File: src/rtl/stage2_decode_pkg.sv
// Shared definitions for the decode stage and the control FSM that drives it.
//   - Control-vector bit positions for the bits consumed by stage 2.
//   - Instruction field positions (rs, rt, rd, imm).
//   - ctl_t / decode_ctl(): named view of the control bits used here.
package stage2_decode_pkg;

  localparam int CTL_W        = 22;
  localparam int CTL_IRWRITE  = 14;
  localparam int CTL_REGWRITE = 13;
  localparam int CTL_REGDST   = 12;
  localparam int CTL_MEMTOREG = 11;
  localparam int CTL_EXTOP    = 10;

  localparam int FIELD_W = 5;
  localparam int RS_LSB  = 21;
  localparam int RT_LSB  = 16;
  localparam int RD_LSB  = 11;
  localparam int IMM_LSB = 0;
  localparam int IMM_W   = 16;

  typedef struct packed {
    logic ir_write;
    logic reg_write;
    logic reg_dst;     // 1 = rd, 0 = rt
    logic mem_to_reg;  // 1 = MDR, 0 = ALU result
    logic ext_op;      // 1 = sign-extend, 0 = zero-extend
  } ctl_t;

  function automatic ctl_t decode_ctl(input logic [CTL_W-1:0] c);
    ctl_t r;
    r.ir_write   = c[CTL_IRWRITE];
    r.reg_write  = c[CTL_REGWRITE];
    r.reg_dst    = c[CTL_REGDST];
    r.mem_to_reg = c[CTL_MEMTOREG];
    r.ext_op     = c[CTL_EXTOP];
    return r;
  endfunction

endpackage

File: src/rtl/stage2_decode_regfile.sv
// Register file: 2 asynchronous read ports, 1 synchronous write port.
// Register 0 reads as zero and ignores writes; synchronous clear on reset.
//   clk, reset          : clock, synchronous active-high reset
//   we_i/waddr_i/wdata_i: write port
//   raddr_a_i/rdata_a_o : read port A
//   raddr_b_i/rdata_b_o : read port B
module stage2_decode_regfile #(
  parameter int DATA_W   = 32,
  parameter int NUM_REGS = 32,
  parameter int AW       = $clog2(NUM_REGS)
) (
  input  logic              clk,
  input  logic              reset,
  input  logic              we_i,
  input  logic [AW-1:0]     waddr_i,
  input  logic [DATA_W-1:0] wdata_i,
  input  logic [AW-1:0]     raddr_a_i,
  input  logic [AW-1:0]     raddr_b_i,
  output logic [DATA_W-1:0] rdata_a_o,
  output logic [DATA_W-1:0] rdata_b_o
);

  logic [NUM_REGS-1:0][DATA_W-1:0] regs_q;

  always_ff @(posedge clk) begin
    if (reset) begin
      regs_q <= '0;
    end else if (we_i && (waddr_i != '0)) begin
      regs_q[waddr_i] <= wdata_i;
    end
  end

  assign rdata_a_o = (raddr_a_i == '0) ? '0 : regs_q[raddr_a_i];
  assign rdata_b_o = (raddr_b_i == '0) ? '0 : regs_q[raddr_b_i];

endmodule

File: src/rtl/stage2_decode.sv
// Decode stage of the multi-cycle datapath.
// Captures the Stage1 word into IR (on IRWrite) and MDR (every edge), reads
// the register file into the A/B latches using the current IR fields, extends
// the immediate, and hosts the write-back port.
//   clk, reset    : clock, synchronous active-high reset
//   control       : global control vector (bits 14..10 used)
//   instr_data_in : word from Stage1
//   alu_result    : ALU write-back candidate
//   ir_out/mdr_out: IR and MDR contents
//   reg_a/reg_b   : A/B latches (rs/rt operands)
//   imm_ext       : extended IR[15:0], combinational
module stage2_decode
  import stage2_decode_pkg::*;
#(
  parameter int DATA_W   = 32,
  parameter int NUM_REGS = 32
) (
  input  logic              clk,
  input  logic              reset,
  input  logic [CTL_W-1:0]  control,
  input  logic [DATA_W-1:0] instr_data_in,
  input  logic [DATA_W-1:0] alu_result,
  output logic [DATA_W-1:0] ir_out,
  output logic [DATA_W-1:0] mdr_out,
  output logic [DATA_W-1:0] reg_a,
  output logic [DATA_W-1:0] reg_b,
  output logic [DATA_W-1:0] imm_ext
);

  localparam int AW = $clog2(NUM_REGS);

  ctl_t ctl;
  assign ctl = decode_ctl(control);

  logic [DATA_W-1:0] ir_q, ir_d, mdr_q, mdr_d, a_q, a_d, b_q, b_d;
  logic [AW-1:0]     rs, rt, rd, waddr;
  logic [DATA_W-1:0] wdata, rf_a, rf_b;
  logic              wr_en;
  logic [IMM_W-1:0]  imm;

  // Fields always come from the pre-edge IR, so an IR load and an A/B
  // capture on the same edge see the old instruction.
  assign rs    = ir_q[RS_LSB +: AW];
  assign rt    = ir_q[RT_LSB +: AW];
  assign rd    = ir_q[RD_LSB +: AW];
  assign imm   = ir_q[IMM_LSB +: IMM_W];

  assign waddr = ctl.reg_dst ? rd : rt;
  assign wdata = ctl.mem_to_reg ? mdr_q : alu_result;
  assign wr_en = ctl.reg_write && (waddr != '0);

  stage2_decode_regfile #(
    .DATA_W  (DATA_W),
    .NUM_REGS(NUM_REGS),
    .AW      (AW)
  ) u_rf (
    .clk      (clk),
    .reset    (reset),
    .we_i     (wr_en),
    .waddr_i  (waddr),
    .wdata_i  (wdata),
    .raddr_a_i(rs),
    .raddr_b_i(rt),
    .rdata_a_o(rf_a),
    .rdata_b_o(rf_b)
  );

  always_comb begin
    ir_d  = ctl.ir_write ? instr_data_in : ir_q;
    mdr_d = instr_data_in;
    // Write-through: a same-edge write to rs/rt lands in A/B directly.
    a_d   = (wr_en && (waddr == rs)) ? wdata : rf_a;
    b_d   = (wr_en && (waddr == rt)) ? wdata : rf_b;
  end

  always_ff @(posedge clk) begin
    if (reset) begin
      ir_q  <= '0;
      mdr_q <= '0;
      a_q   <= '0;
      b_q   <= '0;
    end else begin
      ir_q  <= ir_d;
      mdr_q <= mdr_d;
      a_q   <= a_d;
      b_q   <= b_d;
    end
  end

  assign ir_out  = ir_q;
  assign mdr_out = mdr_q;
  assign reg_a   = a_q;
  assign reg_b   = b_q;
  assign imm_ext = ctl.ext_op ? {{(DATA_W-IMM_W){imm[IMM_W-1]}}, imm}
                              : {{(DATA_W-IMM_W){1'b0}}, imm};

  // Opcode bits and control bits owned by other stages.
  logic unused_bits;
  assign unused_bits = ^{ir_q[DATA_W-1:RS_LSB+AW], control[CTL_W-1:CTL_IRWRITE+1],
                         control[CTL_EXTOP-1:0]};

endmodule
File: config.mk
export PLATFORM = sky130hd
export DESIGN_NAME = stage2_decode
export DESIGN_NICKNAME = d
export VERILOG_FILES = /design/src/rtl/stage2_decode_pkg.sv /design/src/rtl/stage2_decode_regfile.sv /design/src/rtl/stage2_decode.sv
export SDC_FILE = /design/constraint.sdc
export NUM_CORES = 2
export LEC_CHECK = 0
export ABC_CLOCK_PERIOD_IN_PS = 2400
export BUFFER_PORTS_ARGS = -buffer_cell sky130_fd_sc_hd__buf_4
export CORE_AREA = 2 2 290 321
export DETAILED_ROUTE_END_ITERATION = 6
export DIE_AREA = 0 0 292 323
export GPL_ROUTABILITY_DRIVEN = 0
export PLACE_DENSITY_LB_ADDON = 0.25
export SETUP_SLACK_MARGIN = 0.02
export SYNTH_ARGS = -nofsm -noshare
export SYNTH_HDL_FRONTEND = slang
export SYNTH_SLANG_ARGS = --single-unit
File: constraint.sdc
create_clock -name clk -period 2.4 [get_ports clk]
set_input_delay 0.24 -clock clk [delete_from_list [all_inputs] [get_ports clk]]
set_output_delay 0.24 -clock clk [all_outputs]
set_load 0.005 [all_outputs]
After elaboration in Yosys (flattened, before gate mapping)
Cells that the tools add are included.
{"block": "totals", "reg_bits": 1152, "output_inout_bits": 160, "input_bits": 88, "wordCells": 64}
{"block": "classes", "muxes": 14, "order_cmp": 4, "eq_ne": 2, "reduce_logical": 8}
{"op": "bitwise mux 1024 bit", "count": 1}
{"op": "binary-select mux 32 bit (select 5 bit)", "count": 2}
{"op": "two-way mux 32 bit", "count": 9}
{"op": "demux 32 bit (select 5 bit)", "count": 1}
{"op": "less-than comparator 5 x 6 -> 1 bit (second input constant)", "count": 3}
{"op": "equality test 5 bit", "count": 2}
{"op": "zero test 5 bit", "count": 2}
{"op": "greater-or-equal comparator 5 x 1 -> 1 bit (second input constant)", "count": 1}
{"op": "logical AND 1 bit", "count": 5}
{"op": "two-way mux 5 bit", "count": 1}
{"op": "nonzero test 5 bit", "count": 1}

Logic depth before layout (Yosys ltp)
{"block": "depth", "depth_word": 6, "ltp_mapped": 9, "ltp_nobuf": 5}

Cells and area by module
A second synthesis with hierarchy kept.
{"block": "hier_totals", "cells_unflattened": 6404, "hier_area_um2": 56656.8}
{"mod": "stage2_decode_regfile", "seq_area_each_um2": 20499.7, "cells_per_inst": 5884, "area_per_inst_um2": 51496.9, "instances": 1}
{"mod": "stage2_decode", "seq_area_each_um2": 2562.5, "cells_per_inst": 520, "area_per_inst_um2": 5159.9, "instances": 1}

Least setup slack after synthesis
No wires, ideal clock.
{"block": "synth_path", "kind": "reg2reg", "from": "register ir_q[17] (netlist: ir_out[17])", "to": "register b_q[11] (netlist: reg_b[11])", "t_arrival_ns": 2.117, "period_less_slack_ns": 2.254, "setup_time_ns": 0.138, "setup_slack_ns": 0.146, "path_stages_with_launch": 7, "t_required_ns": 2.262, "n_path_buf": 2, "cell_sequence": "dfxtp_1 -> buf_2 -> clkbuf_1 -> mux4_2 -> mux2_2 -> a221oi_1 -> o32ai_1"}
{"block": "synth_via", "elab_chain_len": 5, "elab_cells_between_ends": 10, "classes_between": "eq/ne: 1; mux: 5; reduce/logical: 4"}
{"element": "from (decl)", "line": "stage2_decode.sv:35", "text": "logic [DATA_W-1:0] ir_q, ir_d, mdr_q, mdr_d, a_q, a_d, b_q, b_d;"}
{"element": "from (signal assigned)", "line": "stage2_decode.sv:83", "text": "ir_q <= ir_d;"}
{"element": "parallel branches: the longest is 4 deep, another holds binary-select mux 32 bit (select 5 bit)"}
{"element": "two-way mux 32 bit (*)", "line": "stage2_decode.sv:73", "text": "b_d = (wr_en && (waddr == rt)) ? wdata : rf_b;"}
{"element": "to (signal assigned)", "line": "stage2_decode.sv:81", "text": "b_q <= '0;"}
{"element": "to (signal assigned)", "line": "stage2_decode.sv:86", "text": "b_q <= b_d;"}
{"element": "to (decl)", "line": "stage2_decode.sv:35"}
Mark *: on every way between the ends. The select of a mux whose other input is x is not followed.
A chain may end at the register's enable or synchronous reset.

Worst setup path in the final report
{"block": "layout_path", "from": "register ir_q[18] (netlist: ir_out[18])", "to": "register b_q[10] (netlist: reg_b[10])"}
Same word-level chain as after synthesis.

==> metrics.md <==
| Metric | Value |
|---|---|
| Status | `finished, violations left` |
| Failing checks | `setup timing` |
| Main flop type after synthesis | `dfxtp_1` |
| WHS Path Cells | `3` |
| Peak VDD IR | `0.631 mV` |
| TritonCTS Buffers | `114` |
| Worst EP required | `2.99 ns` |
| Cells after synthesis | `5289` |
| Fin. Hold Viols | `0` |
| Worst Setup End Kind | `flop` |
| Number of synthesized flops with an enable pin | `0` |
| Finished layout cell area | `0.0637 mm^2` |
| Reg2reg setup slack | `-0.07 ns` |
| Crit Path Max Fanout | `19` |
| Worst-margin pin slew | `1.09 ns` |
| Power per standard cell area | `679 mW/mm^2` |
| Ratio of final minimum period to clock period | `103%` |
| Layout fillers | `6478` |
| Clock sink count | `1152` |
| Most common cell after layout, fill and taps aside | `dfxtp_1` |
| Initial DRC count | `6026` |
| Max Clk Rate | `406 MHz` |
| PortBufs | `230` |
| Clock-pin slew of the registers on the worst-case setup and hold paths | `0.07 ns` |
| Area share of the largest cell type after synthesis | `42.4%` |
| Worst rel slew slack | `27.3%` |
| Initial antenna violation count | `6` |
| Mux cell area share after synthesis | `23.1%` |
| # setup viols final | `3` |
| Max-cap violations | `0` |
| Router iterations before antenna repair | `6` |
| Largest net degree at the start of global routing | `173` |
| Crit path launch | `ir_out[18]` |
| Worst flop-to-flop path startpoint | `ir_out[18]` |
| Clock Tree Buf Depth | `3` |
| Die W | `292 um` |
| FF-to-FF End | `reg_b[10]` |
| CP Class | `flop to flop` |
| Synth Area in XOR/XNOR | `0.161%` |
| Register area share after synthesis | `42.4%` |
| Vias in the first global route | `44500` |
| Final worst slack | `-0.0656 ns` |
| Main combinational cell family by area after synthesis | `multiplexers` |
| Drt drc | `0` |
| Core Area | `0.0915 mm^2` |
| Layout cells sized above 1 | `23.1%` |
| Minimum clock period | `2.47 ns` |
| Syn Area/Cell | `10.3 um^2` |
| Crit path arrival time | `3.06 ns` |
| Min-delay src | `alu_result[4]` |
| Simple-gate share of the synthesized area | `8.80%` |
| Vias/cell | `7.05` |
| RSZ-0062 raised after global routing | `true` |
| Starting density of the core | `59.4%` |
| Top post-synthesis cells by area | `dfxtp_1, mux4_2, a211oi_1` |
| FF/Latch Area | `0.0231 mm^2` |
| Total GRT Usage | `38.6%` |
| Placed Area | `0.0592 mm^2` |
| Power Total | `43.3 mW` |
| Post-synth cell types | `47` |
| I/O pin total | `248` |
| Nets | `5408` |
| Vias after detailed routing | `46600` |
| H-tree Lvls | `3` |
| WHS Endpoint | `u_rf.regs_q[260]` |
| Cell taking the most area after synthesis | `dfxtp_1` |
| Final WL | `187000 um` |
| Synth Area in Compound Gates | `20.1%` |
| Rows | `117` |
| Root Buffer Master | `clkbuf_16` |
| Die height | `323 um` |
| #FFs+latches synth | `1152` |
| Leakage Power | `20.1 nW` |
| Hpwl dp | `110000 um` |
| Pins over their slew limit | `0` |
| Die Footprint | `0.0943 mm^2` |
| Area of the multi-input gates | `0.0290 mm^2` |
| Syn-to-layout area delta | `17.2%` |
| Mapped Nets | `5377` |
| Highest-count cells in the layout ignoring fill and taps | `dfxtp_1, nor2_1, a211oi_1` |
| Post-Synth Adder-Cell Area | `0%` |
| Syn. warnings | `0` |
| Global route total overflow | `0` |
| Wire per inst | `28.4 um` |
| Clock Skew | `0.0254 ns` |
| Ys async rst share | `0%` |
| FF-to-FF path depth | `4` |
| Detail Route Antenna Nets | `0` |
| Worst min path class | `input pin to flop` |
| Mapped cell area | `0.0544 mm^2` |
| TritonCTS clock tree | `built` |
| First-pass GRT wire length | `278000 um` |
| Worst-Skew Late Latency | `0.73 ns` |
| Kind of start point of the critical path | `flop` |
flip-flops by register name, indices dropped and copies added (netlist names):
register / flops
reg_b: 32
ir_out: 32
u_rf.regs_q: 1024
mdr_out: 32
reg_a: 32
how the worst max path moves through the flow:
stage / end / cells past startpoint / slack, ns
global route: reg_b[4] / 7 / -0.04
floorplan: reg_b[11] / 6 / 0.15
detailed placement: reg_b[4] / 7 / -0.12
global placement: reg_b[11] / 6 / -0.1
finish: reg_b[10] / 4 / -0.07
CTS: reg_b[8] / 7 / 0.02
logic make-up (layout without fill, tap and decap cells):
family | after synthesis | count (layout)
muxes | 807 | 807
xor gates and xnor gates | 10 | 10
other | 0 | 1
DFF | 1152 | 1152
and+or+nand+nor | 1188 | 1188
AOI/OAI and AO/OA | 1454 | 1454
buffers and inverters | 678 | 807
report_power, final:
part | total, mW | leakage (nW) | internal, mW | switching [mW]
logic | 4.62 | 8.83 | 1.82 | 2.80
registers | 19.7 | 9.31 | 19.4 | 0.300
clock network | 18.9 | 1.93 | 10.8 | 8.16
total | 43.3 | 20.1 | 32.0 | 11.3
worst max-delay path, stage by stage (launching register included):
cell and delay (ns):
dfxtp_4 0.53, and2_2 0.94, buf_4 0.37, a2111oi_2 0.11, o32ai_1 0.37
cells in the mapped netlist, types with 38 or more instances:
| cell type | n |
|---|---|
| mux2i_1 | 419 |
| dfxtp_1 | 1152 |
| a221oi_1 | 62 |
| o22ai_1 | 96 |
| nor2b_1 | 66 |
| o221ai_1 | 62 |
| clkbuf_1 | 426 |
| mux4_2 | 355 |
| buf_2 | 190 |
| buf_4 | 38 |
| nor2_1 | 1064 |
| a211oi_1 | 1023 |
cell type report:
cell class / count / share of cell area (%)
inverter: 3 / 0.0177
multi-input combinational: 3459 / 45.6
clock inverter: 66 / 1.22
sequential: 1152 / 36.3
antenna: 1 / 0.00393
tap: 1190 / 2.34
timing repair buffer: 590 / 9.62
clock buffer: 148 / 4.98
per-layer routing:
layer,GRT usage (%),vias to the layer above,part of all wire (%)
met5,0,-,0.042
met4,20.2,12,5.5
met3,9.61,707,12
met2,59.4,3158,45
met1,50.7,22600,38
li1,-,20100,-
metrics by stage:
stage	setup TNS (ns)	hold slack (ns)	cells	setup WS, ns	util, %
after floorplan	0	0.368	5289	0.146	-
after global placement	-0.184	0.462	6356	-0.0989	64.7
after detailed placement	-0.296	0.467	6356	-0.124	64.7
after CTS	0	0.00627	6607	0.0227	69.4
after global routing	-0.0514	0.0488	6608	-0.0383	69.6
final	-0.0681	0.0349	6609	-0.0656	69.6
what timing repair did:
item | 4_1_cts | 5_1_grt
hold buffers | 35 | 0
buffers inserted | 2 | 1
pin swaps | 1 | 0
resized for setup | 12 | 37
hold endpoints to repair | 90 | 0
endpoints found under the setup margin | 9 | 28
Power figures use the tool's default switching activity.
